$ cat src/rtl/seg_7_scan_driver.sv
// seg_7_scan_driver: binary-to-BCD front end and digit scanner for a 4-digit 7-segment display
// Ports:
//   CLK, RESET      clock and synchronous active-high reset
//   VALUE_IN        binary value, clamped to 9999 when a load is accepted
//   LOAD_IN         load strobe, honoured only while not busy
//   DOT_MASK_IN     per-digit dot enables, used live
//   BUSY_OUT        conversion in progress
//   SEG_SELECT_OUT  {2'b00, digit index}
//   BIN_OUT         BCD nibble of the selected digit
//   DOT_OUT         dot enable of the selected digit
module seg_7_scan_driver #(
    parameter int REFRESH_DIV = 100000,
    parameter int BIN_WIDTH   = 14
) (
    input  logic                 CLK,
    input  logic                 RESET,
    input  logic [BIN_WIDTH-1:0] VALUE_IN,
    input  logic                 LOAD_IN,
    input  logic [3:0]           DOT_MASK_IN,
    output logic                 BUSY_OUT,
    output logic [3:0]           SEG_SELECT_OUT,
    output logic [3:0]           BIN_OUT,
    output logic                 DOT_OUT
);
    localparam int PW = $clog2(REFRESH_DIV);
    localparam logic [BIN_WIDTH-1:0] MAX_VAL = BIN_WIDTH'(9999);
    localparam logic [3:0] LAST = 4'(BIN_WIDTH - 1);
    localparam logic [PW-1:0] PRESC_TOP = PW'(REFRESH_DIV - 1);
    typedef enum logic {IDLE, CONV} state_t;
    state_t               state;
    logic [BIN_WIDTH-1:0] bin_sr;
    logic [15:0]          bcd;
    logic [15:0]          bcd_adj;
    logic [15:0]          bcd_next;
    logic [15:0]          disp;
    logic [3:0]           cnt;
    logic [PW-1:0]        presc;
    logic [1:0]           index;
    // double-dabble step: correct nibbles >=5 so the following shift carries into the next digit
    always_comb begin
        bcd_adj = bcd;
        for (int i = 0; i < 4; i++)
            bcd_adj[i*4 +: 4] = (bcd[i*4 +: 4] >= 4'd5) ? bcd[i*4 +: 4] + 4'd3 : bcd[i*4 +: 4];
        bcd_next = {bcd_adj[14:0], bin_sr[BIN_WIDTH-1]};
    end
    always_ff @(posedge CLK) begin
        if (RESET) begin
            state  <= IDLE;
            bin_sr <= '0;
            bcd    <= '0;
            cnt    <= '0;
            disp   <= '0;
        end else if (state == IDLE) begin
            if (LOAD_IN) begin
                state  <= CONV;
                bin_sr <= (VALUE_IN > MAX_VAL) ? MAX_VAL : VALUE_IN;
                bcd    <= '0;
                cnt    <= '0;
            end
        end else begin
            bcd    <= bcd_next;
            bin_sr <= bin_sr << 1;
            cnt    <= cnt + 4'd1;
            // only the finished result reaches the display register
            if (cnt == LAST) begin
                disp  <= bcd_next;
                state <= IDLE;
            end
        end
    end
    always_ff @(posedge CLK) begin
        if (RESET) begin
            presc <= '0;
            index <= '0;
        end else if (presc == PRESC_TOP) begin
            presc <= '0;
            index <= index + 2'd1;
        end else begin
            presc <= presc + PW'(1);
        end
    end
    assign BUSY_OUT       = (state == CONV);
    assign SEG_SELECT_OUT = {2'b00, index};
    assign BIN_OUT        = disp[index*4 +: 4];
    assign DOT_OUT        = DOT_MASK_IN[index];
endmodule

$ cat config.mk
export PLATFORM = sky130hd
export DESIGN_NAME = seg_7_scan_driver
export DESIGN_NICKNAME = d
export VERILOG_FILES = /design/src/rtl/seg_7_scan_driver.sv
export SDC_FILE = /design/constraint.sdc
export NUM_CORES = 1
export LEC_CHECK = 0
export ABC_AREA = 1
export CAP_MARGIN = 40
export CORE_MARGIN = 1.5
export CORE_UTILIZATION = 35
export DETAILED_ROUTE_END_ITERATION = 6
export MAX_ROUTING_LAYER = met4
export PLACE_DENSITY = 0.62
export SLEW_MARGIN = 30
export SYNTH_ARGS = -nofsm -noshare
export SYNTH_HDL_FRONTEND = slang
export SYNTH_SLANG_ARGS = --single-unit
export TNS_END_PERCENT = 1
$ cat constraint.sdc
create_clock -name CLK -period 1.55 [get_ports CLK]
set_clock_uncertainty 0.05 [all_clocks]
set_input_delay 0.2325 -clock CLK [delete_from_list [all_inputs] [get_ports CLK]]
set_output_delay 0.2325 -clock CLK [all_outputs]
set_load 0.005 [all_outputs]
==> results of run 1 <==
-- layout by cell type (no fill, tap or decap), types with 6 or more instances in the layout --
| cell | Yosys | final |
|---|---|---|
| dfxtp_1 | 70 | 62 |
| a21oi_1 | 47 | 47 |
| clkbuf_8 | 0 | 10 |
| nor2_1 | 35 | 35 |
| nand4_1 | 9 | 9 |
| buf_4 | 6 | 16 |
| o21ai_1 | 0 | 6 |
| o21ai_0 | 24 | 18 |
| nand3_1 | 44 | 44 |
| nand2_1 | 121 | 121 |
| clkdlybuf4s50_1 | 0 | 20 |
| a22oi_1 | 10 | 10 |
| ha_1 | 11 | 11 |
| nor3_1 | 7 | 7 |
| inv_1 | 51 | 48 |
-- final cells by class --
| type | count | share of cell area [%] |
|---|---|---|
| timing repair buffer | 50 | 11.09 |
| clock buffer | 10 | 3.244 |
| sequential | 70 | 33.44 |
| inverter | 51 | 4.512 |
| multi-input combinational | 343 | 41.34 |
| clock inverter | 6 | 2.566 |
| tap | 129 | 3.804 |
-- routing by layer --
| metal | vias up | GRT usage [%] |
|---|---|---|
| li1 | 1671 | - |
| met5 | - | - |
| met1 | 1426 | 18.74 |
| met3 | 9 | 2.873 |
| met2 | 61 | 26.59 |
| met4 | 0 | 6.639 |
-- worst max path at each step --
stage	end	cells after the start
5_1_grt	presc[10]$_SDFF_PP0_	7
3_5_place_dp	DOT_OUT	4
4_1_cts	DOT_OUT	4
3_3_place_gp	DOT_OUT	4
2_1_floorplan	presc[14]$_SDFF_PP0_	7
6_report	BIN_OUT[0]	4
-- where the power goes --
group	switching (W)	internal, W
Combinational	0.000141	0.000136
Sequential	0.0000221	0.00183
Clock	0.000708	0.00111
Total	0.000871	0.00307
-- flip-flops by register name, indices dropped and copies added, names as in the netlist --
name / cells
bcd: 16
presc: 17
disp: 16
bin_sr: 14
BUSY_OUT: 1
cnt: 4
index: 2
-- what timing repair did --
item,4_1_cts,5_1_grt
setup endpoints to repair,12,33
gates resized for setup,33,15
hold buffers,0,0
pin swaps,2,4
cloned,0,1
hold endpoints to repair,0,0
-- per-stage QoR --
stage	total power, W	instance area [µm²]	instances	util [%]
detailed placement	0.002174	3968	642	42.34
finish	0.003945	4243	659	45.27
global route	0.004089	4243	659	45.27
floorplan	0.002042	3441	486	-
global placement	0.002171	3968	642	42.34
CTS	0.003998	4207	658	44.89
-- cells by family (layout without fill, tap and decap cells) --
| family | count (synthesis) | after routing |
|---|---|---|
| simple gates | 230 | 230 |
| compound gates | 93 | 93 |
| buf+inv | 73 | 117 |
| flops | 70 | 70 |
| fa+ha+maj | 11 | 11 |
| xor+xnor | 7 | 7 |
| other cells | 1 | 2 |
-- critical path: stages, from the launching register on --
cell and delay, ns:
dfxtp_2 0.37, buf_6 0.13, o21ai_1 0.08, o22ai_1 0.18
buf_2 0.15
==> impl_metrics.json, run 1 <==
{
  "reg2reg_setup_slack_ns": 0.11,
  "routed.top_layer": "met4",
  "end_kind": "primary output",
  "synth-xor-area-share_pct": 1.784,
  "ir_drop_mv": 0.5037,
  "wl_per_cell_um": 11.29,
  "arrival_ns": 1.24,
  "grt_pass1_wl_mm": 12.62,
  "finalWorstSetupSlack_ns": 0.02413,
  "finalMaxSlewViolations": 0,
  "cts_buffers": 9,
  "final_nets": 557,
  "synth_area_leader_cell": "dfxtp_1",
  "reg2reg_depth": 9,
  "num_vias": 3167,
  "area_growth_syn_to_layout_pct": 23.44,
  "syn_area_mm2": 0.003437,
  "numPortBuffers": 28,
  "startpoint": "index[0]$_SDFFE_PP0P_",
  "synth_top_family_by_area": "simple AND/OR/NAND/NOR gates",
  "cp-start-kind": "flip-flop",
  "drt_wl_total_mm": 7.438,
  "cts.path.max_buffers": 2,
  "synthArstFlopShare_pct": 0,
  "die_y_um": 102.1,
  "dieArea_mm2": 0.01042,
  "power_density_mw_per_mm2": 929.8,
  "wl_met1_mm": 3.613,
  "multi_input_area_mm2": 0.001754,
  "max_cap_violations": 0,
  "die_x_um": 102.1,
  "cp_max_fo": 6,
  "hold_depth": 1,
  "diodes": 0,
  "hp-start": "presc[0]$_SDFF_PP0_",
  "synth_area_per_cell_um2": 7.087,
  "drt_first_iter_violations": 122,
  "cts_tree": "built",
  "wl_met3_um": 242,
  "wl_met2_mm": 3.475,
  "synth_edf_count": 0,
  "muxShareOfSynthArea_pct": 0,
  "ys_seq_area_share_pct": 40.77,
  "yosys.area_share.simple_pct": 29.38,
  "clock_sinks": 70,
  "place_ws_ns": -0.1898,
  "hold_end": "presc[0]$_SDFF_PP0_",
  "synthAdderAreaFrac_pct": 4.004,
  "leakagePower_nw": 1.715,
  "fin_crit_ns": 1.526,
  "track_usage_pct": 15.89,
  "core_area_mm2": 0.009371,
  "cts-htree-levels": 3,
  "antenna_found_initial": 0,
  "rows": 35,
  "grt.overflow.total": 0,
  "finalSetupTns_ns": 0,
  "grt_max_degree": 21,
  "fin_crit_sh_pct": 98.44,
  "ys_top_cells_by_area": "dfxtp_1 (41%), nand2_1 (13%), a21oi_1 (6.8%)",
  "reg2reg_to": "bcd[10]$_SDFFE_PP0P_",
  "synth_common_cells": "nand2_1 (121), dfxtp_1 (70), inv_1 (51)",
  "synthDistinctLibCells": 29,
  "gp_congestion": 0.8004,
  "start_util_pct": 36.68,
  "dr.pass1.iters": 6,
  "ys_ff_latch": 70,
  "fillCellCount": 980,
  "drc": 0,
  "status": "complete, no violations",
  "num_io_pins": 31,
  "whs_ns": 0.4083,
  "synthFlopType": "dfxtp_1",
  "clkLatencyLatePin_ns": 0.34,
  "grt_pass1_vias": 2874,
  "rsz0062_at_grt": "yes",
  "dp_hpwl_mm": 5.369,
  "reg2reg_from": "bcd[8]$_SDFFE_PP0P_",
  "regArea_mm2": 0.001419,
  "path_class": "reg2out",
  "syn_inst": 485,
  "synth_compound_area_share_pct": 14.82,
  "clk_pin_slew_worst_paths_ns": 0.08,
  "required_ns": 1.27,
  "synth_top_area_share_pct": 40.77,
  "ys_warn_count": 0,
  "fmax_mhz": 655.4,
  "cts-root-buf": "clkbuf_8",
  "ant_nets": 0,
  "vias_per_cell": 4.806,
  "cts_setup_buffers": 0,
  "yosys.cell_count.top_type": "nand2_1",
  "finalSetupViolCount": 0,
  "min_path_type": "reg2reg",
  "drive_gt1_share_pct": 12.45,
  "hold_viol": 0
}
Note: power is estimated with default switching activity, not from simulation.
==> run 2: changes to the inputs <==
--- a/config.mk
+++ b/config.mk
@@ -8,10 +8,10 @@
 export ABC_AREA = 1
 export CAP_MARGIN = 40
 export CORE_MARGIN = 1.5
-export CORE_UTILIZATION = 35
+export CORE_UTILIZATION = 57
 export DETAILED_ROUTE_END_ITERATION = 6
 export MAX_ROUTING_LAYER = met4
-export PLACE_DENSITY = 0.62
+export PLACE_DENSITY = 0.88
 export SLEW_MARGIN = 30
 export SYNTH_ARGS = -nofsm -noshare
 export SYNTH_HDL_FRONTEND = slang
==> run 2 against run 1 <==
  * Flip-flop and latch count is the same
  * Global-route usage is 11 points higher
  * Largest cell class unchanged
  * Critical path type unchanged
  * Via count is 5.3% higher
  * Non-clock buffer count decreased by 1
==> impl_metrics.json, run 2 (same netlist as run 1, synthesis figures left out) <==
{
  "status": "complete, no violations",
  "dr.pass1.iters": 4,
  "whs_ns": 0.3737,
  "ant_nets": 0,
  "wl_met3_um": 434,
  "die_x_um": 80.65,
  "power_density_mw_per_mm2": 882.8,
  "gp_congestion": 0.8432,
  "drt_first_iter_violations": 238,
  "cts-htree-levels": 3,
  "drc": 0,
  "grt_pass1_wl_mm": 12.96,
  "drive_gt1_share_pct": 15.50,
  "max_cap_violations": 0,
  "hold_viol": 0,
  "num_vias": 3335,
  "wl_met1_mm": 3.356,
  "track_usage_pct": 26.62,
  "clock_power_share_pct": 42.9,
  "die_y_um": 80.65,
  "largest_reg_flops": 17,
  "grt_pass1_vias": 3043,
  "holdBufCountCts": 0,
  "min_path_type": "reg2reg",
  "dieArea_mm2": 0.006504,
  "cts_buffers": 9,
  "netSwitchingFraction_pct": 22.52,
  "rows": 28,
  "grt_max_degree": 27,
  "start_util_pct": 58.40,
  "required_ns": 1.27,
  "routed.top_layer": "met4",
  "wl_met2_mm": 4.082,
  "core_area_mm2": 0.005886,
  "num_io_pins": 31,
  "path_cells": "inv_4, buf_12, nor2_2, o22ai_2, buf_2",
  "finalSetupViolCount": 0,
  "critPathTopFamily": "flip-flops",
  "fin_area_mm2": 0.004198,
  "finalMaxSlewViolations": 0,
  "grt.overflow.total": 0,
  "final_core_util_pct": 71.32,
  "diodes": 0,
  "postPlaceCellArea_mm2": 0.003877,
  "cts_tree": "built",
  "fin_crit_ns": 1.538,
  "fmax_mhz": 650.0,
  "fin_crit_sh_pct": 99.25,
  "cts-root-buf": "clkbuf_8",
  "slowest_stage": "dfxtp_4",
  "cts.path.max_buffers": 2,
  "p_switching_w": 0.0008347,
  "most-common-layout-cells": "nand2_1 (120), dfxtp_1 (61), inv_1 (46), a21oi_1 (45), nand3_1 (43)",
  "layout_commonest_cell": "nand2_1",
  "end_kind": "primary output",
  "regMostFlops": "presc",
  "seqPwrFrac_pct": 50.0,
  "cp_max_fo": 8,
  "cp-start-kind": "flip-flop",
  "leakagePower_nw": 1.709,
  "clock_sinks": 70,
  "wl_per_cell_um": 13.30,
  "ir_drop_mv": 0.6542,
  "vias_per_cell": 5.522,
  "numPortBuffers": 28,
  "final_nets": 556,
  "dp_hpwl_mm": 5.217,
  "clk_pin_slew_worst_paths_ns": 0.07,
  "internal-power_w": 0.002871,
  "clkLatencyLatePin_ns": 0.36,
  "comb_power_share_pct": 7.1,
  "path_class": "reg2out",
  "max_stage_delay_ns": 0.37,
  "antenna_found_initial": 0,
  "drt_wl_total_mm": 8.031,
  "crit_buf_inv": 3,
  "area_growth_syn_to_layout_pct": 22.13,
  "arrival_ns": 1.26,
  "rsz0062_at_grt": "yes",
  "reg.largest.list": "presc x17, bcd x16, disp x16"
}
## run 2: changes by cell type in the layout (fill, tap and decap cells not counted), sizes merged, moves of 2 or more
| cell | before | now |
|---|---|---|
| clkbuf | 12 | 14 |
| dlygate4sd2 | 3 | 1 |
| bufinv | 3 | 1 |
| clkinv | 3 | 0 |
## run 2: routing by layer
layer	GRT usage, %	up-vias
li1	-	1671
met3	4.545	16
met5	-	-
met4	12.59	0
met2	46.22	87
met1	29.60	1561
## run 2: power groups by stage
stage	clock network (W)	registers (W)	logic [W]
after floorplan	0	0.00189	0.000153
after global placement	0	0.00190	0.000254
after detailed placement	0	0.00190	0.000259
after CTS	0.00160	0.00185	0.000261
after global routing	0.00167	0.00186	0.000291
final	0.00159	0.00185	0.000265
## run 2: repair_timing
item,in CTS,in global routing
gates cloned,1,0
endpoints found under the setup margin,17,34
gates resized for setup,33,41
pin swaps,2,7
buffers inserted,0,2
## run 2: area by class of cell
type,count,area (µm²)
Timing Repair Buffer,49,467.9
Fill cell,438,1688
Multi-Input combinational cell,343,1799
Clock buffer,14,182.7
Clock inverter,2,37.54
Tap cell,75,93.84
Inverter,51,193.9
Sequential cell,70,1423
## run 2: worst paths after layout
| path | cells past startpoint | slack, ns | startpoint | to |
|---|---|---|---|---|
| worst max-delay path | 5 | 0.01 | index[0]$_SDFFE_PP0P_ | BIN_OUT[0] |
| worst min-delay path | 1 | 0.37 | presc[0]$_SDFF_PP0_ | presc[0]$_SDFF_PP0_ |
| worst max register to register | 6 | 0.11 | presc[0]$_SDFF_PP0_ | presc[8]$_SDFF_PP0_ |
| worst min register to register | 1 | 0.37 | presc[0]$_SDFF_PP0_ | presc[0]$_SDFF_PP0_ |
## run 2: worst register-to-register path, cell delays in order, from the launching register on
cell     delay [ns]
dfxtp_2        0.34
ha_2           0.20
nand3_2        0.15
nor2_4         0.16
nand3_2        0.19
nand2_8        0.18
a21oi_1        0.07
## run 2: stage by stage
step	cells	worst slack, ns	TNS, ns	power (W)
final	604	0.01158	0	0.003706
after global placement	585	-0.1570	-0.2371	0.002149
after CTS	602	-0.09159	-0.2145	0.003715
after floorplan	486	0.1660	0	0.002042
after detailed placement	585	-0.1595	-0.5563	0.002156
after global routing	604	-0.05667	-0.1467	0.003818
